[config.mk]
export PLATFORM = sky130hd
export DESIGN_NAME = instr_sequencer_flat
export DESIGN_NICKNAME = d
export VERILOG_FILES = /design/src/rtl/instr_sequencer_if.sv /design/src/rtl/instr_sequencer.sv /design/src/flat_wrapper.sv
export SDC_FILE = /design/constraint.sdc
export NUM_CORES = 1
export LEC_CHECK = 0
export CORE_UTILIZATION = 45
export DETAILED_ROUTE_END_ITERATION = 8
export GPL_ROUTABILITY_DRIVEN = 0
export GPL_TIMING_DRIVEN = 0
export HOLD_SLACK_MARGIN = 0.02
export PLACE_DENSITY = 0.85
export SLEW_MARGIN = 25
export SYNTH_ARGS = -nofsm -noshare
export SYNTH_HDL_FRONTEND = slang
export SYNTH_SLANG_ARGS = --single-unit
[constraint.sdc]
create_clock -name clk -period 2.1 [get_ports clk]
set_input_delay 0.525 -clock clk [delete_from_list [all_inputs] [get_ports clk]]
set_output_delay 0.525 -clock clk [all_outputs]
set_load 0.1 [all_outputs]
[src/rtl/instr_sequencer_if.sv]
// Sequencer bus interface: groups the program-ROM read port and the
// processor run/din/done handshake into one bundle.
//   mem_addr  : registered ROM address (sequencer -> ROM)
//   mem_rdata : ROM word, valid one cycle after mem_addr (ROM -> sequencer)
//   proc_din  : word presented on the processor din (sequencer -> processor)
//   proc_run  : one-cycle run pulse (sequencer -> processor)
//   proc_done : instruction complete (processor -> sequencer)
// master = sequencer side, slave = ROM/processor side.
interface instr_sequencer_if #(
  parameter int ADDR_W = 5,
  parameter int DATA_W = 9
);
  logic [ADDR_W-1:0] mem_addr;
  logic [DATA_W-1:0] mem_rdata;
  logic [DATA_W-1:0] proc_din;
  logic              proc_run;
  logic              proc_done;

  modport master (
    output mem_addr, proc_din, proc_run,
    input  mem_rdata, proc_done
  );

  modport slave (
    input  mem_addr, proc_din, proc_run,
    output mem_rdata, proc_done
  );
endinterface

[src/rtl/instr_sequencer.sv]
// Program sequencer for the base processor. Fetches 9-bit words from a
// synchronous ROM, issues each instruction on proc_din with a one-cycle
// proc_run pulse, supplies the immediate word of mvi in the following
// cycle, then waits for proc_done before fetching the next instruction.
// Ports:
//   clk, resetn : clock (rising edge), asynchronous active-low reset
//   start       : begin program at address 0 (sampled only in IDLE)
//   halt_req    : stop at the next instruction boundary
//   bus         : ROM read port + processor handshake (master modport)
//   busy        : high in every state except IDLE
//   prog_done   : one-cycle pulse on normal completion
//   err         : sticky fault (mvi on last word, or done timeout)
//   instr_cnt   : completed instructions, saturating at 255
module instr_sequencer #(
  parameter int ADDR_W   = 5,
  parameter int DATA_W   = 9,
  parameter int PROG_LEN = 32,
  parameter int TMO_CYC  = 8
) (
  input  logic                clk,
  input  logic                resetn,
  input  logic                start,
  input  logic                halt_req,
  instr_sequencer_if.master   bus,
  output logic                busy,
  output logic                prog_done,
  output logic                err,
  output logic [7:0]          instr_cnt
);

  typedef enum logic [2:0] {
    S_IDLE,
    S_FETCH,
    S_ISSUE,
    S_IMM,
    S_WAIT
  } state_t;

  localparam int              WD_W    = $clog2(TMO_CYC + 1);
  localparam logic [2:0]      OP_MVI  = 3'b001;
  // pc carries one extra bit so pc >= PROG_LEN is visible even when
  // PROG_LEN equals 2**ADDR_W.
  localparam logic [ADDR_W:0] PC_LAST = (ADDR_W+1)'(PROG_LEN - 1);
  localparam logic [ADDR_W:0] PC_END  = (ADDR_W+1)'(PROG_LEN);
  localparam logic [WD_W-1:0] WD_LAST = WD_W'(TMO_CYC - 1);

  state_t            state, state_nx;
  logic [ADDR_W:0]   pc, pc_nx, pc_inc, pc_inc2;
  logic [ADDR_W-1:0] addr_nx;
  logic [WD_W-1:0]   wd, wd_nx;
  logic [7:0]        cnt_nx;
  logic              err_nx, prog_done_nx;
  logic              is_mvi;

  assign is_mvi  = (bus.mem_rdata[DATA_W-1 -: 3] == OP_MVI);
  assign pc_inc  = pc + 1'b1;
  assign pc_inc2 = pc + 2'd2;
  assign busy    = (state != S_IDLE);

  // The ROM word is only meaningful to the processor while an instruction
  // or its immediate is being handed over.
  assign bus.proc_din = (state == S_ISSUE || state == S_IMM) ? bus.mem_rdata : '0;

  // NOTE: every output of this block gets a default before the case so no
  // path leaves a signal unassigned, which would otherwise infer a latch.
  always_comb begin
    state_nx     = state;
    pc_nx        = pc;
    addr_nx      = bus.mem_addr;
    wd_nx        = wd;
    cnt_nx       = instr_cnt;
    err_nx       = err;
    prog_done_nx = 1'b0;
    bus.proc_run = 1'b0;

    case (state)
      S_IDLE: begin
        if (start) begin
          pc_nx    = '0;
          addr_nx  = '0;
          err_nx   = 1'b0;
          cnt_nx   = '0;
          state_nx = S_FETCH;
        end
      end

      S_FETCH: begin
        // ROM is reading pc now; prefetch pc+1 so an mvi immediate is ready.
        addr_nx  = pc_inc[ADDR_W-1:0];
        state_nx = S_ISSUE;
      end

      S_ISSUE: begin
        wd_nx = '0;
        if (is_mvi && pc == PC_LAST) begin
          // Immediate word would lie beyond the program: never issue it.
          err_nx   = 1'b1;
          state_nx = S_IDLE;
        end else begin
          bus.proc_run = 1'b1;
          if (is_mvi) begin
            state_nx = S_IMM;
          end else begin
            pc_nx    = pc_inc;
            state_nx = S_WAIT;
          end
        end
      end

      S_IMM: begin
        pc_nx    = pc_inc2;
        state_nx = S_WAIT;
      end

      S_WAIT: begin
        // done takes priority over a timeout in the same cycle.
        if (bus.proc_done) begin
          if (instr_cnt != 8'hFF) cnt_nx = instr_cnt + 8'd1;
          if (halt_req || pc >= PC_END) begin
            prog_done_nx = 1'b1;
            state_nx     = S_IDLE;
          end else begin
            addr_nx  = pc[ADDR_W-1:0];
            state_nx = S_FETCH;
          end
        end else if (wd == WD_LAST) begin
          err_nx   = 1'b1;
          state_nx = S_IDLE;
        end else begin
          wd_nx = wd + 1'b1;
        end
      end

      default: state_nx = S_IDLE;
    endcase
  end

  // NOTE: state is updated with non-blocking assignments so every register
  // samples the values from before the edge, independent of statement order.
  always_ff @(posedge clk or negedge resetn) begin
    if (!resetn) begin
      state        <= S_IDLE;
      pc           <= '0;
      bus.mem_addr <= '0;
      wd           <= '0;
      instr_cnt    <= '0;
      err          <= 1'b0;
      prog_done    <= 1'b0;
    end else begin
      state        <= state_nx;
      pc           <= pc_nx;
      bus.mem_addr <= addr_nx;
      wd           <= wd_nx;
      instr_cnt    <= cnt_nx;
      err          <= err_nx;
      prog_done    <= prog_done_nx;
    end
  end

endmodule

[src/flat_wrapper.sv]
// flat-port wrapper written by rule: the top's interface ports become plain ports
module instr_sequencer_flat 
#(
  parameter int ADDR_W   = 5,
  parameter int DATA_W   = 9,
  parameter int PROG_LEN = 32,
  parameter int TMO_CYC  = 8
)
  (clk, resetn, start, halt_req, busy, prog_done, err, instr_cnt, bus_mem_addr, bus_proc_din, bus_proc_run, bus_mem_rdata, bus_proc_done);
  instr_sequencer_if #(.ADDR_W(ADDR_W), .DATA_W(DATA_W)) bus_i ();
  input  logic clk;
  input  logic resetn;
  input  logic start;
  input  logic halt_req;
  output logic busy;
  output logic prog_done;
  output logic err;
  output logic [7:0] instr_cnt;
  output wire logic [$bits(bus_i.mem_addr)-1:0] bus_mem_addr;
  output wire logic [$bits(bus_i.proc_din)-1:0] bus_proc_din;
  output wire logic [$bits(bus_i.proc_run)-1:0] bus_proc_run;
  input wire logic [$bits(bus_i.mem_rdata)-1:0] bus_mem_rdata;
  input wire logic [$bits(bus_i.proc_done)-1:0] bus_proc_done;
  assign bus_mem_addr = bus_i.mem_addr;
  assign bus_proc_din = bus_i.proc_din;
  assign bus_proc_run = bus_i.proc_run;
  assign bus_i.mem_rdata = bus_mem_rdata;
  assign bus_i.proc_done = bus_proc_done;
  instr_sequencer #(.ADDR_W(ADDR_W), .DATA_W(DATA_W), .PROG_LEN(PROG_LEN), .TMO_CYC(TMO_CYC)) u_core (.clk(clk), .resetn(resetn), .start(start), .halt_req(halt_req), .bus(bus_i), .busy(busy), .prog_done(prog_done), .err(err), .instr_cnt(instr_cnt));
endmodule
==> flow_metrics.env, run 1 <==
export IMPL_cp_arrival_ns=1.58
export IMPL_peakVddDrop_mv=0.875
export IMPL_layout_drive_gt1_share=0.282
export IMPL_core_um2=3690
export IMPL_p_total_uw=2870
export IMPL_power_internal_uw=1400
export IMPL_cp_cell_sequence="nand3_2 > nor3b_4 > a21oi_4 > buf_12"
export IMPL_required_ns=1.57
export IMPL_hold_buffers=0
export IMPL_cts_buffers=3
export IMPL_die_y_um=64.2
export IMPL_syn_area_um2=1740
export IMPL_critical_path_buf_inv_count=1
export IMPL_worst_path_max_fanout=10
export IMPL_cp_top_family="flip-flops"
export IMPL_slew_viol_final=0
export IMPL_synth_area_top_cells="dfrtp_1 (40%), nand2_1 (5.2%), o21ai_0 (4.6%), mux2_2 (3.9%), nand3_1 (3.7%)"
export IMPL_finClkSkew_ns=0.0107
export IMPL_endpoint_kind="output port"
export IMPL_worst_slack_ns=-0.00758
export IMPL_io_buffer_count=39
export IMPL_final_setup_viol_count=1
export IMPL_die_area_um2=4120
export IMPL_syn_num_nets=213
export IMPL_synth_common_cells="dfrtp_1 (28), nand2_1 (24), o21ai_0 (16), nand3_1 (13)"
export IMPL_switching_share=0.511
export IMPL_synth_top_area_share=0.403
export IMPL_post_drt_wl_per_cell_um=14.8
export IMPL_wirelength_um=4340
export IMPL_grt_setup_unrepaired="yes"
export IMPL_num_rows=22
export IMPL_antenna_left=0
export IMPL_relSlewSlack=0.363
export IMPL_post_route_min_period_ns=2.11
export IMPL_grt_pass1_wl_um=7020
export IMPL_grt_overflow_total=0
export IMPL_drv_cap=0
export IMPL_crit_slowest_cell="dfrtp_1"
export IMPL_clkTransAtPathRegs_ns=0.10
export IMPL_yosys_most_used_dff="dfrtp_1"
export IMPL_nets=265
export IMPL_ys_types=43
export IMPL_grt_use_total=0.218
export IMPL_cts_tree="yes"
export IMPL_max_freq_ghz=0.474
export IMPL_hold_path_class="in -> async"
export IMPL_num_vias=1703
export IMPL_yosysWarnings=0
export IMPL_async_flop_share=1.00
export IMPL_ctsLongestPathBuffers=2
export IMPL_synth_avg_cell_area_um2=8.97
export IMPL_power_density_nw_per_um2=1170
export IMPL_num_antenna_cells=0
export IMPL_yosysTopAreaCell="dfrtp_1"
export IMPL_synth_cells=194
export IMPL_worstMarginPinSlew_ns=0.959
export IMPL_hold_viol=0
export IMPL_utilization=0.666
export IMPL_fin_crit_sh=1.00
export IMPL_initialDrtViolationCount=102
export IMPL_dp_hpwl_um=2910
export IMPL_clock_latency_ns=0.28
export IMPL_clock_sinks=28
export IMPL_synth_seq_cells=28
export IMPL_die_width_um=64.2
export IMPL_pwr_share_comb=0.640
export IMPL_leakage_uw=0.00109
export IMPL_place_area_um2=2220
export IMPL_htreeDepth=1
export IMPL_synth_edf_count=0
export IMPL_cts_root_buf="clkbuf_8"
export IMPL_firstDrtPassIters=6
export IMPL_pin_count=40
export IMPL_grt_pass1_vias=1534
export IMPL_p_clk_frac=0.105
export IMPL_syn_to_final_growth_pct=41.2
export IMPL_tns_ns=-0.00758
export IMPL_cp_start_kind="register"
export IMPL_violations="negative setup slack"
export IMPL_pwr_share_seq=0.255
export IMPL_initial_core_util=0.472
export IMPL_fin_cells=293
export IMPL_drc=0
export IMPL_run_status="finished, violations left"
export IMPL_switchingPower_uw=1470
export IMPL_yosysMostFrequentCell="dfrtp_1"
export IMPL_grt_max_degree=29
export IMPL_viasPerCell=5.81
export IMPL_antenna_found_initial=0
export IMPL_dp_cells=281
export IMPL_worst_setup_path_type="reg -> out"
export IMPL_ys_seq_area_frac=0.403
export IMPL_max_stage_delay_ns=0.54
export IMPL_finalInstanceArea_um2=2460
layout make-up:
| cell class | count | area (um2) |
|---|---|---|
| Sequential cell | 28 | 706 |
| Timing Repair Buffer | 50 | 512 |
| Buffer | 6 | 60.1 |
| Inverter | 5 | 18.8 |
| Fill cell | 310 | 1230 |
| Tap cell | 48 | 60.1 |
| Clock buffer | 4 | 45.0 |
| Multi-Input combinational cell | 152 | 1060 |
layout by cell type (no fill, tap or decap), types with 2 or more instances in the layout:
cell type,count
a21oi_1,9
clkbuf_2,3
nand2_1,24
o31ai_1,6
dlygate4sd2_1,9
buf_4,12
or4_1,2
clkdlybuf4s50_1,11
inv_1,5
or4b_1,3
mux2_2,6
dfrtp_2,4
and2_2,9
buf_6,5
dfrtp_1,24
nor3_1,4
ha_1,4
clkbuf_1,2
buf_12,4
nand3_1,12
nand2b_1,5
clkbuf_8,3
clkdlybuf4s15_1,3
o21ai_0,16
a31oi_1,8
nor3b_4,2
mux2i_1,3
nor2_1,10
buf_8,6
path summary, 6_finish.rpt:
check | startpoint | to | slack (ns) | cells past startpoint
worst max-delay path | u_core.pc[3] | bus_proc_run | -0.008 | 4
worst min-delay path | resetn | u_core.instr_cnt[3] | 0.26 | 1
worst max register to register | u_core.state[0] | u_core.pc[2] | 0.23 | 5
worst min register to register | u_core.bus.mem_addr[1] | u_core.bus.mem_addr[1] | 0.51 | 1
max in group asynchronous | resetn | u_core.pc[0] | 1.38 | 1
min in group clk | u_core.bus.mem_addr[1] | u_core.bus.mem_addr[1] | 0.51 | 1
kinds of logic after synthesis:
group / after synthesis / share of synthesized area
adders and majority gates: 5 / 0.0359
DFF: 28 / 0.403
buffers and inverters: 14 / 0.0417
and+or+nand+nor: 89 / 0.291
AOI/OAI and AO/OA: 49 / 0.173
muxes: 9 / 0.0561
worst register-to-register path: stages (launching register included):
cell       delay (ns)
dfrtp_1          0.40
buf_4            0.21
or4b_1           0.61
a21oi_2          0.29
nand4bb_1        0.17
nand3_1          0.08
state kept, by name, indices dropped and copies added (netlist names):
| name | count |
|---|---|
| u_core.prog_done | 1 |
| u_core.err | 1 |
| u_core.wd | 4 |
| u_core.pc | 6 |
| u_core.instr_cnt | 8 |
| u_core.bus.mem_addr | 5 |
| u_core.state | 3 |
metrics by stage:
stage / hold WS [ns] / worst slack [ns]
floorplan: 0.229 / 0.0129
global placement: 0.475 / -1.08
detailed placement: 0.482 / -1.11
CTS: 0.276 / 0.00163
global route: 0.309 / -0.0593
finish: 0.258 / -0.00758
timing repair:
item	in CTS	in global routing
endpoints found under the setup margin	26	23
pin swaps	2	1
resized for setup	118	17
buffers inserted	7	4
routing by layer:
layer	up-vias	share of wire	global-route usage
li1	811	-	-
met1	824	0.44	0.277
met2	64	0.50	0.376
met3	4	0.052	0.0286
met4	0	0.012	0.0806
met5	-	0	0
power groups by stage:
stage	logic, uW	clock network [uW]	registers [uW]
after floorplan	967	0	1000
final	1840	302	734
after detailed placement	1600	0	735
after global placement	1580	0	728
after global routing	1940	337	744
after CTS	1720	309	727
(Power assumes the default switching activity.)
==> run 2, diff against run 1 <==
--- a/config.mk
+++ b/config.mk
@@ -7,7 +7,7 @@
 export LEC_CHECK = 0
 export CORE_UTILIZATION = 45
 export DETAILED_ROUTE_END_ITERATION = 8
-export GPL_ROUTABILITY_DRIVEN = 0
+export GPL_ROUTABILITY_DRIVEN = 1
 export GPL_TIMING_DRIVEN = 0
 export HOLD_SLACK_MARGIN = 0.02
 export PLACE_DENSITY = 0.85
==> results of run 2 <==
The final DEF is identical to that of run 1; final timing and power are the same.
